## config.mk

```make
export PLATFORM = sky130hd
export DESIGN_NAME = net_bit_collector
export DESIGN_NICKNAME = d
export VERILOG_FILES = /design/src/rtl/netcoll_pkg.sv /design/src/rtl/netcoll_cam.sv /design/src/rtl/net_bit_collector.sv
export SDC_FILE = /design/constraint.sdc
export NUM_CORES = 1
export LEC_CHECK = 0
export BUFFER_PORTS_ARGS = -buffer_cell sky130_fd_sc_hd__buf_2
export CAP_MARGIN = 20
export CORE_MARGIN = 4
export CORE_UTILIZATION = 23
export DETAILED_ROUTE_END_ITERATION = 16
export PLACE_DENSITY = 0.36
export SLEW_MARGIN = 20
export SYNTH_ARGS = -nofsm -noshare
export SYNTH_HDL_FRONTEND = slang
export SYNTH_SLANG_ARGS = --single-unit
```

## constraint.sdc

```tcl
create_clock -name clk -period 15 [get_ports clk]
set_input_delay 1.5 -clock clk [delete_from_list [all_inputs] [get_ports clk]]
set_output_delay 1.5 -clock clk [all_outputs]
set_load 0.005 [all_outputs]
```

## src/rtl/netcoll_pkg.sv

```systemverilog
// Shared types and constants for the net bit collector.
package netcoll_pkg;

    localparam int NET_W_DEF = 16;
    localparam int BIT_W_DEF = 4;
    localparam int DEPTH_DEF = 16;
    localparam int CNT_W_DEF = 8;

    // A net bit at the default widths: net id plus bit index within the bus.
    typedef struct packed {
        logic [NET_W_DEF-1:0] net;
        logic [BIT_W_DEF-1:0] bit_idx;
    } net_key_t;

    typedef enum logic {
        COLLECT = 1'b0,
        DRAIN   = 1'b1
    } state_t;

    // Largest value a saturating counter of the given width can hold.
    function automatic int unsigned cnt_max(input int unsigned w);
        return (32'd1 << w) - 32'd1;
    endfunction

endpackage

```

## src/rtl/netcoll_cam.sv

```systemverilog
// Content-addressed table of distinct net bits with saturating reference counts.
// One parallel lookup port, one allocate port, one increment port and a clear-all.
module netcoll_cam
    import netcoll_pkg::*;
#(
    parameter int KEY_W = NET_W_DEF + BIT_W_DEF,
    parameter int CNT_W = CNT_W_DEF,
    parameter int DEPTH = DEPTH_DEF,
    parameter int IDX_W = $clog2(DEPTH)
) (
    input  logic             clk,
    input  logic             rst_n,
    input  logic [KEY_W-1:0] lookup_key,
    output logic             hit,
    output logic [IDX_W-1:0] hit_idx,
    input  logic             alloc_en,
    input  logic [IDX_W-1:0] alloc_idx,
    input  logic [KEY_W-1:0] alloc_key,
    input  logic             inc_en,
    input  logic [IDX_W-1:0] inc_idx,
    input  logic             clr_all,
    input  logic [IDX_W-1:0] rd_idx,
    output logic [KEY_W-1:0] rd_key,
    output logic [CNT_W-1:0] rd_cnt
);

    localparam logic [CNT_W-1:0] CNT_MAX = CNT_W'(cnt_max(CNT_W));

    logic [KEY_W-1:0] key_q   [DEPTH];
    logic [CNT_W-1:0] cnt_q   [DEPTH];
    logic [DEPTH-1:0] valid_q;

    // Parallel compare of the lookup key against every valid entry.
    always_comb begin
        // NOTE: defaults before the loop keep every path assigned, so no latch is inferred.
        hit     = 1'b0;
        hit_idx = '0;
        for (int i = DEPTH - 1; i >= 0; i--) begin
            if (valid_q[i] && key_q[i] == lookup_key) begin
                hit     = 1'b1;
                hit_idx = IDX_W'(i);
            end
        end
    end

    // Valid bits: set on allocate, all dropped at end of drain.
    always_ff @(posedge clk or negedge rst_n) begin
        // NOTE: sequential state uses non-blocking assignments so every flop samples pre-edge values.
        if (!rst_n) begin
            valid_q <= '0;
        end else if (clr_all) begin
            valid_q <= '0;
        end else if (alloc_en) begin
            valid_q[alloc_idx] <= 1'b1;
        end
    end

    // Key and count storage: written on allocate, count bumped (saturating) on a hit.
    // NOTE: the storage array is not reset; an entry's contents mean nothing until its valid bit is set.
    always_ff @(posedge clk) begin
        if (alloc_en) begin
            key_q[alloc_idx] <= alloc_key;
            cnt_q[alloc_idx] <= CNT_W'(1);
        end
        if (inc_en && cnt_q[inc_idx] != CNT_MAX) begin
            cnt_q[inc_idx] <= cnt_q[inc_idx] + CNT_W'(1);
        end
    end

    assign rd_key = key_q[rd_idx];
    assign rd_cnt = cnt_q[rd_idx];

endmodule

```

## src/rtl/net_bit_collector.sv

```systemverilog
// Merges repeated net-bit references within a module and drains the unique
// list, with reference counts, in first-seen order once the module ends.
module net_bit_collector
    import netcoll_pkg::*;
#(
    parameter int NET_W = NET_W_DEF,
    parameter int BIT_W = BIT_W_DEF,
    parameter int DEPTH = DEPTH_DEF,
    parameter int CNT_W = CNT_W_DEF
) (
    input  logic             clk,
    input  logic             rst_n,
    input  logic             in_valid,
    output logic             in_ready,
    input  logic [NET_W-1:0] in_net,
    input  logic [BIT_W-1:0] in_bit,
    input  logic             in_last,
    output logic             out_valid,
    input  logic             out_ready,
    output logic [NET_W-1:0] out_net,
    output logic [BIT_W-1:0] out_bit,
    output logic [CNT_W-1:0] out_cnt,
    output logic             out_last,
    output logic             out_ovf,
    output logic             busy
);

    localparam int IDX_W = $clog2(DEPTH);
    localparam int N_W   = $clog2(DEPTH + 1);
    localparam int KEY_W = NET_W + BIT_W;

    state_t           state_q, state_d;
    logic [N_W-1:0]   n_used_q, n_used_d;
    logic [IDX_W-1:0] rd_ptr_q, rd_ptr_d;
    logic             ovf_q, ovf_d;

    logic             hit;
    logic [IDX_W-1:0] hit_idx;
    logic             alloc_en;
    logic             inc_en;
    logic             clr_all;
    logic [KEY_W-1:0] rd_key;
    logic [CNT_W-1:0] rd_cnt;

    logic             accept_in;
    logic             accept_out;
    logic             full;
    logic             last_entry;

    assign accept_in  = in_valid && in_ready;
    assign accept_out = out_valid && out_ready;
    assign full       = (n_used_q == N_W'(DEPTH));
    assign last_entry = (N_W'(rd_ptr_q) == n_used_q - N_W'(1));

    netcoll_cam #(
        .KEY_W (KEY_W),
        .CNT_W (CNT_W),
        .DEPTH (DEPTH),
        .IDX_W (IDX_W)
    ) u_cam (
        .clk        (clk),
        .rst_n      (rst_n),
        .lookup_key ({in_net, in_bit}),
        .hit        (hit),
        .hit_idx    (hit_idx),
        .alloc_en   (alloc_en),
        .alloc_idx  (IDX_W'(n_used_q)),
        .alloc_key  ({in_net, in_bit}),
        .inc_en     (inc_en),
        .inc_idx    (hit_idx),
        .clr_all    (clr_all),
        .rd_idx     (rd_ptr_q),
        .rd_key     (rd_key),
        .rd_cnt     (rd_cnt)
    );

    // FSM state register.
    always_ff @(posedge clk or negedge rst_n) begin
        if (!rst_n) begin
            state_q <= COLLECT;
        end else begin
            state_q <= state_d;
        end
    end

    // FSM next state: the last input record starts a drain, the last output beat ends it.
    always_comb begin
        state_d = state_q;
        unique case (state_q)
            COLLECT: if (accept_in && in_last)     state_d = DRAIN;
            DRAIN:   if (accept_out && last_entry) state_d = COLLECT;
            default: state_d = COLLECT;
        endcase
    end

    // FSM outputs: handshake and entry fields, zero whenever nothing is being emitted.
    always_comb begin
        in_ready  = (state_q == COLLECT);
        out_valid = (state_q == DRAIN);
        busy      = (state_q == DRAIN);
        out_last  = out_valid && last_entry;
        out_ovf   = out_last && ovf_q;
        out_net   = out_valid ? rd_key[KEY_W-1:BIT_W] : '0;
        out_bit   = out_valid ? rd_key[BIT_W-1:0]     : '0;
        out_cnt   = out_valid ? rd_cnt                : '0;
    end

    // Table bookkeeping: hit/allocate/drop on input, pointer walk and clear on output.
    always_comb begin
        n_used_d = n_used_q;
        rd_ptr_d = rd_ptr_q;
        ovf_d    = ovf_q;
        alloc_en = 1'b0;
        inc_en   = 1'b0;
        clr_all  = 1'b0;
        if (accept_in) begin
            if (hit) begin
                inc_en = 1'b1;
            end else if (!full) begin
                alloc_en = 1'b1;
                n_used_d = n_used_q + N_W'(1);
            end else begin
                ovf_d = 1'b1;
            end
        end
        if (accept_out) begin
            if (last_entry) begin
                clr_all  = 1'b1;
                n_used_d = '0;
                rd_ptr_d = '0;
                ovf_d    = 1'b0;
            end else begin
                rd_ptr_d = rd_ptr_q + IDX_W'(1);
            end
        end
    end

    // Bookkeeping registers.
    always_ff @(posedge clk or negedge rst_n) begin
        if (!rst_n) begin
            n_used_q <= '0;
            rd_ptr_q <= '0;
            ovf_q    <= 1'b0;
        end else begin
            n_used_q <= n_used_d;
            rd_ptr_q <= rd_ptr_d;
            ovf_q    <= ovf_d;
        end
    end

endmodule

```

Yosys cells after proc, flatten, opt, wreduce, memory -nomap -nowiden
Memory sizes are Yosys's and may differ from the RTL's.
Cells that the tools add are included.
- mux-type cells: 67
- $add $sub $neg: 4
- equality and inequality tests: 19
- $lt $le $gt $ge: 2
- bitwise operators: 2
- reduce and logical (&&, ||, !) cells: 26
- operators by type and width (kind ; number):
    $eq 20x20->1 ; 16
    $mux 4 ; 19
    $mux 16 ; 3
    $mux 1 ; 36
    $mux 5 ; 5
    $logic_and 1x1->1 ; 24
    $mux 8 ; 2
    $or 16x16->16 ; 1
    $add 8x1->8 const B ; 1
    $ne 8x8->1 const B ; 1
    $reduce_or 8->1 ; 1
    $add 5x1->5 const B ; 1
    $eq 4x5->1 ; 1
    $eq 5x5->1 const B ; 1
    $lt 4x5->1 const B ; 1
    $sub 5x1->5 const B ; 1
    $add 4x1->4 const B ; 1
    $demux 1 s4 ; 1
    $ge 4x1->1 const B ; 1
    $pmux 1 s2 ; 1
    $reduce_bool 2->1 ; 1
    $not 1->1 ; 1
- flip-flop bits (word level): 27
- memories kept: 2
- word-level logic and storage cells: 127
- output and inout port bits: 33
- bits in writable memories: 448
- memories (name ; words ; bits a word ; rd ports ; clocked after memory_dff ; wr ports ; line ; RTL):
    u_cam.key_q ; 16 ; 20 ; 17 ; 0 ; 1 ; netcoll_cam.sv:29 ; logic [KEY_W-1:0] key_q [DEPTH];
    u_cam.cnt_q ; 16 ; 8 ; 2 ; 0 ; 1 ; netcoll_cam.sv:30 ; logic [CNT_W-1:0] cnt_q [DEPTH];

Longest topological paths before layout
Gate-level depths: netlist (run 1).
- word-level depth: 25
- mapped depth: 23
- gate-level depth less buffers: 18

By module
A second synthesis (run 1) with hierarchy kept.
- cells, all modules: 1593
- area total of the unflattened synthesis: 24474.7 µm²
- modules (own cells, without submodules) (module ; times used ; sequential area each (µm²) ; area each (µm²) ; cells an instance):
    netcoll_cam ; 1 ; 13853.3 ; 23552.6 ; 1488
    net_bit_collector ; 1 ; 275.3 ; 922.1 ; 105

Worst setup path after synthesis (run 1)
No wires, ideal clock.
- path type: in2reg
- start point: input in_net[3]
- end point: memory u_cam.cnt_q[4][1] (netlist name), enable pin
- path buffers: 6
- arrival time: 6.194 ns
- slack: 8.420 ns
- cell stages on the path: 21
- cells stage by stage: buf_2 -> buf_2 -> xnor2_1 -> nand4_1 -> or4_1 -> or2_1 -> and3_1 -> o41a_1 -> buf_6 -> buf_6 -> buf_2 -> a211oi_1 -> a21oi_1 -> a211oi_1 -> inv_1 -> ha_1 -> inv_1 -> nor2_1 -> and3_1 -> buf_4 -> o31ai_1
- longest elaborated chain between the ends: 25
- RTL lines (what ; line ; RTL):
    start, declared ; net_bit_collector.sv:15 ; input logic [NET_W-1:0] in_net,
    $eq 20x20->1 ; netcoll_cam.sv:39 ; if (valid_q[i] && key_q[i] == lookup_key) begin
    $logic_and 1x1->1 ; netcoll_cam.sv:39 ;
    $mux 4 or $mux 1 (tied branches) (16 in a row) ; netcoll_cam.sv:39 ;
    $mem_v2 16x8 or $mux 1 (tied branches) ; -- ;
    $ne 8x8->1 or $mux 1 (tied branches) ; netcoll_cam.sv:65, net_bit_collector.sv:116 ;
    $logic_and 1x1->1 ; netcoll_cam.sv:65 ; if (inc_en && cnt_q[inc_idx] != CNT_MAX) begin
    $mux 1 ; netcoll_cam.sv:65 ;
    $mux 1 (implied by the code) ; netcoll_cam.sv:66 ; cnt_q[inc_idx] <= cnt_q[inc_idx] + CNT_W'(1);
    $reduce_or 8->1 (no line) ; -- ;
    $mux 4 (no line) or $mux 1 (tied branches) ; -- ;
    end, declared ; netcoll_cam.sv:30 ;
Parallel ways exist; a longest one is shown, timed or not.

Worst setup path in the final report (run 1)
- start point: input in_net[2]
- end point: memory u_cam.cnt_q[8][5] (netlist name), enable pin
Same word-level chain as after synthesis.

==> out/results.txt, run 1 <==
Layout Nets: 1833
Worst R2R Setup Slack: 8480 ps
Met1 usage: 24.6%
Sequential fraction of the synthesis area: 55.9%
Average routed wire per standard cell: 31.0 µm
CTS Buffer Depth: 3
Status: finished, final reports clean
CP Launch Point: in_net[2]
Max-cap violation count: 0
HPWL Detailed: 73900 µm
Overall Global Routing Usage: 17.2%
CP Cell Sequence: buf_2 > xnor2_1 > nand4_1 > or4_1 > nor3_1 > a21o_1 > o2111a_1 > o41a_2 > buf_4 > mux2i_1 > mux2_2 > o22ai_1 > a211oi_1 > inv_1 > ha_1 > inv_1 > nor2_1 > a31o_2 > o31ai_2
Via density: 5.03
EDFF count, synth: 448
Vias in the first global route: 16541
Period Utilization, post-route: 50.0%
Dominant cells by area after synthesis: edfxtp_1, mux4_2, xnor2_1
Root buffer cell: clkbuf_16
Area of the multi-input gates: 0.0106 mm²
Pwr dens: 152 mW/mm²
Die Footprint: 0.115 mm²
Clk_lat worst skew: 670 ps
Setup tns final: 0 ps
Post-DRT Antenna Nets: 0
Area Growth Syn to Fin: 15.5%
Crit-path most repeated cell: inv_1
Asr flop ratio synth: 5.68%
Largest net degree at the start of global routing: 92
WHS Path Cells: 2
Max Fclk: 133 MHz
Overall die height: 339 µm
Post-CTS Setup Bufs: 0
Post_cts resized: 0
Skew final: 58.7 ps
DRT iter0 DRCs: 1735
Required time worst endpoint: 15240 ps
Routed WL: 101000 µm
Post-Syn Nets: 1779
Drc violations: 0
Global route hottest layer: met2
Total core area: 0.109 mm²
Worst reg2reg endpoint: u_cam.cnt_q[8][5]$_DFFE_PP_
Worst setup path category: in -> reg
Via count: 16419
Row count: 121
Reg clk slew, reported paths: 60 ps
Remaining global-route overflow: 0
Reg2reg start: u_cam.key_q[12][13]$_DFFE_PP_
Yosys top cell area share: 53.3%
Hold Path Class: reg -> reg
Unrepaired setup endpoints after global routing: no
Top_reg_cell synth: edfxtp_1
Hold-fix buffers at CTS: 0
Post-synthesis cell type count: 80
Worst slew margin: 27.9%
# IOs: 58
Hold Vio Cnt, Final: 0
CTS Buf Count: 57
Crit-path leading delay family: compound AO/OA/AOI/OAI gates
Worst Setup End Kind: flop
Mapped cell area: 0.0253 mm²
Die Width: 339 µm
CP max stage delay: 800 ps
CTS H-tree depth: 2
Sequential cell area: 0.0141 mm²
Post-Syn Instances: 1748
Minimum clock period: 7500 ps
Finished Core Util: 26.8%
CP Launch Type: input port
CP arrival: 7730 ps
DRT Pass-1 Iters: 5
Critical path depth in cells: 19
Lkg Pwr: 0.00900 µW
VDD IR-drop max: 0.178 mV
GPL Wtd Cong: 0.875
Slew Limit Fails: 0
Avg Cell Area, Syn: 14.5 µm²
Layout filler cell count: 11141
Antenna violations before repair: 16
Port bufs: 57
Post-synth top area cell: edfxtp_1
Syn. warnings: 0
Met3 usage: 2.66%
Met2 Track Usage GR: 27.3%
Sink Count: 475
Global-route wire length before repair: 141000 µm
Worst path bufs/invs: 4
Endpoints failing setup: 0
Critical Path Slowest Stage Cell: o31ai_2
CP max FO: 46
Reg2reg path depth: 18
CTS tree: yes
FF+latch count, synth: 475
Worst-Margin Slew: 1070 ps
Share of layout cells above drive strength 1: 21.6%
Initial core utilization: 23.2%
Crit path capture: u_cam.cnt_q[8][5]$_DFFE_PP_
-- worst min-delay path by stage --
stage / start / end / slack (ps)
5_1_grt: u_cam.valid_q[7]$_DFFE_PN0P_ / u_cam.valid_q[7]$_DFFE_PN0P_ / 570
2_1_floorplan: ovf_q$_DFF_PN0_ / ovf_q$_DFF_PN0_ / 450
3_5_place_dp: u_cam.valid_q[2]$_DFFE_PN0P_ / u_cam.valid_q[2]$_DFFE_PN0P_ / 510
6_report: u_cam.valid_q[3]$_DFFE_PN0P_ / u_cam.valid_q[3]$_DFFE_PN0P_ / 530
4_1_cts: u_cam.valid_q[3]$_DFFE_PN0P_ / u_cam.valid_q[3]$_DFFE_PN0P_ / 530
3_3_place_gp: u_cam.valid_q[3]$_DFFE_PN0P_ / u_cam.valid_q[3]$_DFFE_PN0P_ / 500
-- power by group --
| group | switching (µW) | internal [µW] |
|---|---|---|
| logic | 753 | 531 |
| clock network | 602 | 917 |
| registers | 98.7 | 1520 |
| total | 1450 | 2970 |
-- routing by layer --
| metal | wire length (µm) | vias to the layer above |
|---|---|---|
| met3 | 5690 | 124 |
| met5 | 41 | - |
| met1 | 46600 | 8771 |
| met4 | 2480 | 6 |
| li1 | - | 6928 |
| met2 | 46500 | 590 |
-- cell families (layout without fill, tap and decap cells) --
kind of cell               count (synthesis)  count (layout)  synth area share (%)
and+or+nand+nor                          522             522                  11.7
DFF                                      475             475                  55.9
xor gates and xnor gates                 330             330                  11.5
muxes                                    202             202                  15.2
buffers and inverters                    111             212                  2.35
AOI/OAI and AO/OA                        102             102                  3.04
adders and majority gates                  6               6                 0.297
other                                      0               2                     0
-- layout by cell type, fill, tap and decap left out, types with 11 or more instances in the layout --
cell type / instances
edfxtp_1: 448
xnor2_1: 250
mux4_2: 144
nand4_1: 96
nor2_1: 88
xor2_1: 77
nand2_1: 64
nand3_1: 63
clkbuf_16: 58
buf_2: 57
mux2i_1: 48
and2_1: 40
nor4_1: 37
buf_4: 36
dfrtp_1: 22
a211oi_1: 18
nor3_1: 14
and2_2: 13
inv_1: 12
nand2b_1: 11
and4_1: 11
o21ai_0: 11
-- area by class of cell --
type,instances,area share [%]
repair buffers,94,1.97
inverters,12,0.154
flip-flops and latches,475,48.5
diodes,2,0.0172
clock buffers,75,5.43
multi-input cells,1162,36.3
well taps,1414,6.07
clock inverters,31,1.54
-- cell usage after synthesis, types with 3 or more instances --
cell / instances
o211ai_1: 4
nand4_1: 96
and4_1: 11
o21ai_1: 5
xnor2_1: 250
nor3_1: 14
clkbuf_1: 38
o22ai_1: 7
edfxtp_1: 448
buf_1: 10
and2_1: 53
a21oi_1: 9
nand3b_1: 3
xnor2_2: 3
xor2_1: 77
o21ai_0: 11
inv_1: 12
a211oi_1: 18
and3_1: 10
o21ai_2: 6
nand2b_1: 11
nand2_1: 64
mux4_2: 144
nand3_1: 63
a31oi_1: 5
o2111ai_1: 3
ha_1: 6
buf_6: 12
o31ai_1: 7
mux2i_1: 48
nor2_1: 88
mux2_2: 10
nor2b_1: 9
nor4b_1: 7
buf_2: 24
or2_2: 8
nand4b_1: 9
dfrtp_1: 27
or4_1: 10
nor3b_1: 6
buf_4: 15
nor4_1: 39
-- metrics by stage --
stage	instance area, µm²	total power (µW)	hold slack (ps)	std cells	setup WS (ps)
2_1_floorplan	25300	2370	454	1748	8420
3_3_place_gp	27100	2960	501	3156	6800
3_5_place_dp	27100	2950	512	3156	6830
4_1_cts	29200	4480	527	3262	7450
5_1_grt	29200	4600	566	3263	7160
6_report	29200	4430	525	3265	7500
-- tightest hold or removal path, delay by kind of cell (launching register included) --
family | cells | cell delay [ps]
simple gates | 2 | 130
flops | 1 | 360
-- flip-flops by register name, summed over array words and instances (netlist names) --
register / count
u_cam.key_q: 320
n_used_q: 5
rd_ptr_q: 4
ovf_q: 1
u_cam.cnt_q: 128
u_cam.valid_q: 16
busy: 1
Power figures use the tool's default switching activity.
==> run 2, diff against run 1 <==
Settings changed: PLACE_DENSITY 0.36 to 0.37.
Clock period 15 ns to 6.6 ns, I/O delays scaled along.
==> out/results.txt, run 2 (synthesis results as in run 1) <==
Largest register FFs: 320 (unchanged)
Skew final: 32.9 ps (-25.9 ps)
CP Launch Type: flop
Reg with most FFs: u_cam.key_q
Reg clk slew, reported paths: 60 ps (about the same)
Commonest non-fill, non-tap cell in the layout: edfxtp_1
Hold Vio Cnt, Final: 0 (unchanged)
Area Growth Syn to Fin: 18.3%
Post-CTS Setup Bufs: 0 (unchanged)
# IOs: 58 (unchanged)
Required time worst endpoint: 6890 ps (-8350 ps)
Minimum clock period: 6110 ps
Max-cap violation count: 0 (unchanged)
CP max FO: 16 (-65%)
Overall die height: 339 µm (unchanged)
CP arrival: 6410 ps (-1320 ps)
GPL Wtd Cong: 0.881 (+0.73%)
Final Power: 9750 µW (+120%)
Root buffer cell: clkbuf_16
Pwr dens: 326 mW/mm² (+120%)
Antenna violations before repair: 4 (-12)
Unrepaired setup endpoints after global routing: no
HPWL Detailed: 73300 µm (-0.77%)
Die Footprint: 0.115 mm² (unchanged)
Worst slew margin: 32.2% (+4.3 points)
Finished Core Util: 27.4% (+0.66 points)
Worst setup path category: reg -> reg
Global-route wire length before repair: 137000 µm (-2.2%)
Status: finished, final reports clean
Max Fclk: 164 MHz
Slew Limit Fails: 0 (unchanged)
Sink Count: 475 (unchanged)
P_sw: 3240 µW (+120%)
Total core area: 0.109 mm² (unchanged)
Worst-Margin Slew: 1010 ps (-53.5 ps)
Final instance area: 0.0299 mm² (+2.5%)
CTS H-tree depth: 2 (unchanged)
Via density: 4.94 (-1.7%)
DRT iter0 DRCs: 1605 (-7.5%)
Clock power frac: 31.9% (-2.4 points)
Die Width: 339 µm (unchanged)
Average routed wire per standard cell: 29.4 µm (-5.3%)
Hold Path Class: in -> async
Worst Setup End Kind: flop
Period Utilization, post-route: 92.6%
VDD IR-drop max: 0.216 mV (+21%)
Switching part of the total power: 33.2% (+0.38 points)
Endpoints failing setup: 0 (unchanged)
CP Launch Point: u_cam.key_q[15][16]$_DFFE_PP_
Largest net degree at the start of global routing: 91 (-1.1%)
Remaining global-route overflow: 0 (unchanged)
Post-DRT Antenna Nets: 0 (unchanged)
Reg2reg start: u_cam.key_q[15][16]$_DFFE_PP_
Row count: 121 (unchanged)
DRT Pass-1 Iters: 5 (unchanged)
Drc violations: 0 (unchanged)
Hold-fix buffers at CTS: 0 (unchanged)
Most frequent cells in the layout: edfxtp_1, xnor2_1, mux4_2, buf_4, nand4_1
Initial core utilization: 23.2% (unchanged)
CTS Buf Count: 55 (-3.5%)
Overall Global Routing Usage: 16.8% (-0.43 points)
Seq pwr share: 38.3% (+1.6 points)
Port bufs: 57 (unchanged)
Internal: 6510 µW (+120%)
Biggest regs: u_cam.key_q x320, u_cam.cnt_q x128, u_cam.valid_q x16
Lkg Pwr: 0.00949 µW (+5.5%)
Post_cts resized: 0 (unchanged)
Clk_lat worst skew: 640 ps (-30 ps)
CTS tree: yes
Routed WL: 99000 µm (-2.3%)
CTS Buffer Depth: 3 (unchanged)
Share of layout cells above drive strength 1: 25.2% (+3.6 points)
Via count: 16656 (+1.4%)
Logic pwr share: 29.8% (+0.8 points)
Layout Nets: 1942 (+5.9%)
DP Area: 0.0281 mm² (+3.5%)
Vias in the first global route: 16883 (+2.1%)
run 2: path summary, 6_finish.rpt:
path	endpoint	slack (ps)	depth (start not counted)
setup / recovery	u_cam.cnt_q[9][6]$_DFFE_PP_	490	19
hold / removal	u_cam.valid_q[0]$_DFFE_PN0P_	140	2
setup reg to reg	u_cam.cnt_q[9][6]$_DFFE_PP_	490	19
hold reg to reg	u_cam.valid_q[12]$_DFFE_PN0P_	540	2
max in group asynchronous	rd_ptr_q[1]$_DFFE_PN0P_	5900	2
min in group clk	busy$_DFF_PN0_	300	3
run 2: layout make-up:
type	instances	area (µm²)
antenna	2	5.00
inverter	12	45.0
clock buffer	67	1450
clock inverter	32	344
tap	1414	1770
fill	11112	79100
sequential	475	14100
multi-input combinational	1162	10600
timing repair buffer	205	1560
run 2: metal layers:
metal	up-vias	share of wire (%)	track usage, %	wire length [µm]
li1	7138	-	-	-
met1	8938	47	24.0	46500
met2	481	46	27.2	45900
met3	99	4.6	2.45	4580
met4	0	2.0	3.40	1990
met5	-	0	0	0
run 2: critical path: stages (launching register included):
cell	delay [ps]
edfxtp_1	400
xnor2_1	490
nand4_1	150
or4_1	600
nor2_1	340
a211oi_1	150
o2111a_1	320
o41a_2	530
buf_12	170
mux2i_1	120
mux2_2	270
o22ai_1	150
a211oi_1	100
inv_1	150
ha_1	180
inv_1	70
or4b_4	560
nor3b_2	210
xor2_1	80
nor2_1	710
run 2: power by group through the flow:
stage	sequential (µW)	combinational (µW)	clock, µW
2_1_floorplan	3590	1790	0
3_3_place_gp	3800	2980	0
3_5_place_dp	3800	2960	0
4_1_cts	3740	2970	3200
5_1_grt	3760	3080	3330
6_report	3740	2910	3110
run 2: through the flow:
step | std cells | setup slack, ps | TNS (ps) | hold slack [ps]
after detailed placement | 3268 | -57.4 | -912 | 516
final | 3369 | 487 | 0 | 136
after CTS | 3367 | 526 | 0 | 128
after global routing | 3367 | 195 | 0 | 153
after floorplan | 1748 | 860 | 0 | 364
after global placement | 3268 | 10.3 | 0 | 504
==> run 3, diff against run 2 <==
Settings changed: CORE_MARGIN 4 to 2, CORE_UTILIZATION 23 to 57, PLACE_DENSITY 0.37 to 0.76.
==> out/results.txt, run 3 (synthesis results as in run 1) <==
Status: finished, final reports clean
Root buffer cell: clkbuf_16
Critical Path Slowest Stage Cell: nor2_1
Port bufs: 57 (unchanged)
DRT Pass-1 Iters: 6 (+1)
Layout Nets: 1929 (-0.67%)
Antenna violations before repair: 4 (unchanged)
Vias in the first global route: 16977 (+0.56%)
Slew Limit Fails: 0 (unchanged)
Die Footprint: 0.0460 mm² (-60%)
Pwr dens: 328 mW/mm² (+0.47%)
Reg2reg path depth: 18 (-1)
Minimum clock period: 6070 ps (-37.8 ps)
Setup tns final: 0 ps (unchanged)
Reg clk slew, reported paths: 60 ps (about the same)
Reg with most FFs: u_cam.key_q
Routed WL: 82100 µm (-17%)
Max-cap violation count: 0 (unchanged)
Post-DRT Antenna Nets: 0 (unchanged)
Endpoints failing setup: 0 (unchanged)
Drc violations: 0 (unchanged)
Via density: 6.83 (+38%)
Reg2reg start: u_cam.key_q[15][16]$_DFFE_PP_
Global-route wire length before repair: 119000 µm (-13%)
Via count: 17275 (+3.7%)
Hold-fix buffers at CTS: 0 (unchanged)
CTS tree: yes
Hold Path Class: in -> async
Worst R2R Setup Slack: 530 ps (+40 ps)
CP max FO: 16 (unchanged)
Average routed wire per standard cell: 32.5 µm (+11%)
CTS H-tree depth: 2 (unchanged)
CP Launch Type: flop
HPWL Detailed: 60200 µm (-18%)
Max Fclk: 165 MHz (+0.62%)
Initial core utilization: 57.4% (+34 points)
Most frequent cells in the layout: edfxtp_1, xnor2_1, mux4_2, buf_4, nand4_1
Crit-path leading delay family: simple AND/OR/NAND/NOR gates
CP max stage delay: 810 ps (+100 ps)
CP arrival: 6310 ps (-100 ps)
# IOs: 58 (unchanged)
Largest register FFs: 320 (unchanged)
Worst Setup End Kind: flop
DRT iter0 DRCs: 2168 (+35%)
Crit-path most repeated cell: a211oi_1
Worst-Margin Slew: 1130 ps (+117 ps)
Skew final: 30.6 ps (-2.30 ps)
Hold_ws: 205 ps (+68.3 ps)
Clk_lat worst skew: 610 ps (-30 ps)
CTS Buffer Depth: 3 (unchanged)
Area Growth Syn to Fin: 13.0%
Overall Global Routing Usage: 36.1% (+19 points)
Post_cts resized: 0 (unchanged)
VDD IR-drop max: 0.414 mV (+92%)
Global route hottest layer: met2
Die Width: 215 µm (-37%)
CTS Buf Count: 49 (-11%)
Largest net degree at the start of global routing: 65 (-29%)
Met2 Track Usage GR: 57.4% (+30 points)
Hold Vio Cnt, Final: 0 (unchanged)
Post-CTS Setup Bufs: 0 (unchanged)
Lkg Pwr: 0.00934 µW (-1.6%)
Total core area: 0.0440 mm² (-60%)
Worst path bufs/invs: 4 (+1)
Worst setup path category: reg -> reg
Unrepaired setup endpoints after global routing: no
Overall die height: 215 µm (-37%)
Commonest non-fill, non-tap cell in the layout: edfxtp_1
Met1 usage: 46.9% (+23 points)
Period Utilization, post-route: 92.0% (-0.57 points)
Biggest regs: u_cam.key_q x320, u_cam.cnt_q x128, u_cam.valid_q x16
Share of layout cells above drive strength 1: 24.2% (-1.1 points)
GPL Wtd Cong: 1.01 (+14%)
Required time worst endpoint: 6840 ps (-50 ps)
Remaining global-route overflow: 0 (unchanged)
Row count: 77 (-36%)
CP Cell Sequence: xnor2_1 > nand4_1 > or4_1 > or2_2 > a211oi_1 > o2111ai_1 > and2_1 > buf_4 > a211oi_1 > a21oi_1 > a211oi_1 > inv_1 > ha_1 > inv_1 > buf_4 > nor2_1 > a31o_2 > nor2_1
Sink Count: 475 (unchanged)
Worst reg2reg endpoint: u_cam.cnt_q[6][3]$_DFFE_PP_
Worst slew margin: 24.6% (-7.5 points)
Met3 usage: 7.65% (+5.2 points)
==> run 3: area by class of cell <==
cell class / count / area (µm²)
Antenna cell: 1 / 2.50
Clock buffer: 59 / 1310
Inverter: 12 / 45.0
Clock inverter: 29 / 323
Sequential cell: 475 / 14100
Tap cell: 592 / 741
Multi-Input combinational cell: 1162 / 10600
Fill cell: 3251 / 15500
Timing Repair Buffer: 198 / 1420
==> run 3: worst reg2reg max path, cell delays in order, from the launching register on <==
cell       delay [ps]
edfxtp_1          430
xnor2_1           350
nand4_1           130
or4_1             630
or2_2             360
a211oi_1          510
o2111ai_1         200
and2_1            280
buf_4             240
a211oi_1          250
a21oi_1            80
a211oi_1          640
inv_1             110
ha_1              240
inv_1              80
buf_4             100
nor2_1             40
a31o_2            240
nor2_1            810
==> run 3: where the power goes <==
group	switching [µW]	leakage, µW	internal, µW
Combinational	1490	0.00424	1250
Sequential	287	0.00431	3460
Clock	1200	0.000796	1680
Total	2970	0.00934	6380
==> run 3: stage by stage <==
stage          cells  worst slack, ps  power, µW  util, %  cell area, µm²
6_report        2528              525       9360     64.8           28500
5_1_grt         2527              192       9600     64.8           28500
4_1_cts         2527              623       9320     64.8           28500
3_5_place_dp    2439              156       6490     61.1           26900
3_3_place_gp    2439              248       6460     61.1           26900
2_1_floorplan   1748              860       5380        -           25300
==> run 3: how the worst max path moves through the flow <==
stage,cells after the start,to,slack [ps],startpoint
final,18,u_cam.cnt_q[6][3]$_DFFE_PP_,530,u_cam.key_q[15][16]$_DFFE_PP_
after global routing,18,u_cam.cnt_q[9][3]$_DFFE_PP_,190,u_cam.key_q[15][16]$_DFFE_PP_
after CTS,18,u_cam.cnt_q[9][3]$_DFFE_PP_,620,u_cam.key_q[15][16]$_DFFE_PP_
after detailed placement,20,u_cam.cnt_q[14][3]$_DFFE_PP_,160,in_net[13]
after global placement,20,u_cam.cnt_q[2][1]$_DFFE_PP_,250,in_bit[3]
after floorplan,21,u_cam.cnt_q[4][0]$_DFFE_PP_,860,in_net[3]
==> run 3: layer usage <==
| metal | vias to the layer above | wire length [µm] |
|---|---|---|
| met2 | 1166 | 38600 |
| met5 | - | 32 |
| li1 | 7109 | - |
| met1 | 8755 | 29700 |
| met3 | 241 | 8640 |
| met4 | 4 | 5200 |
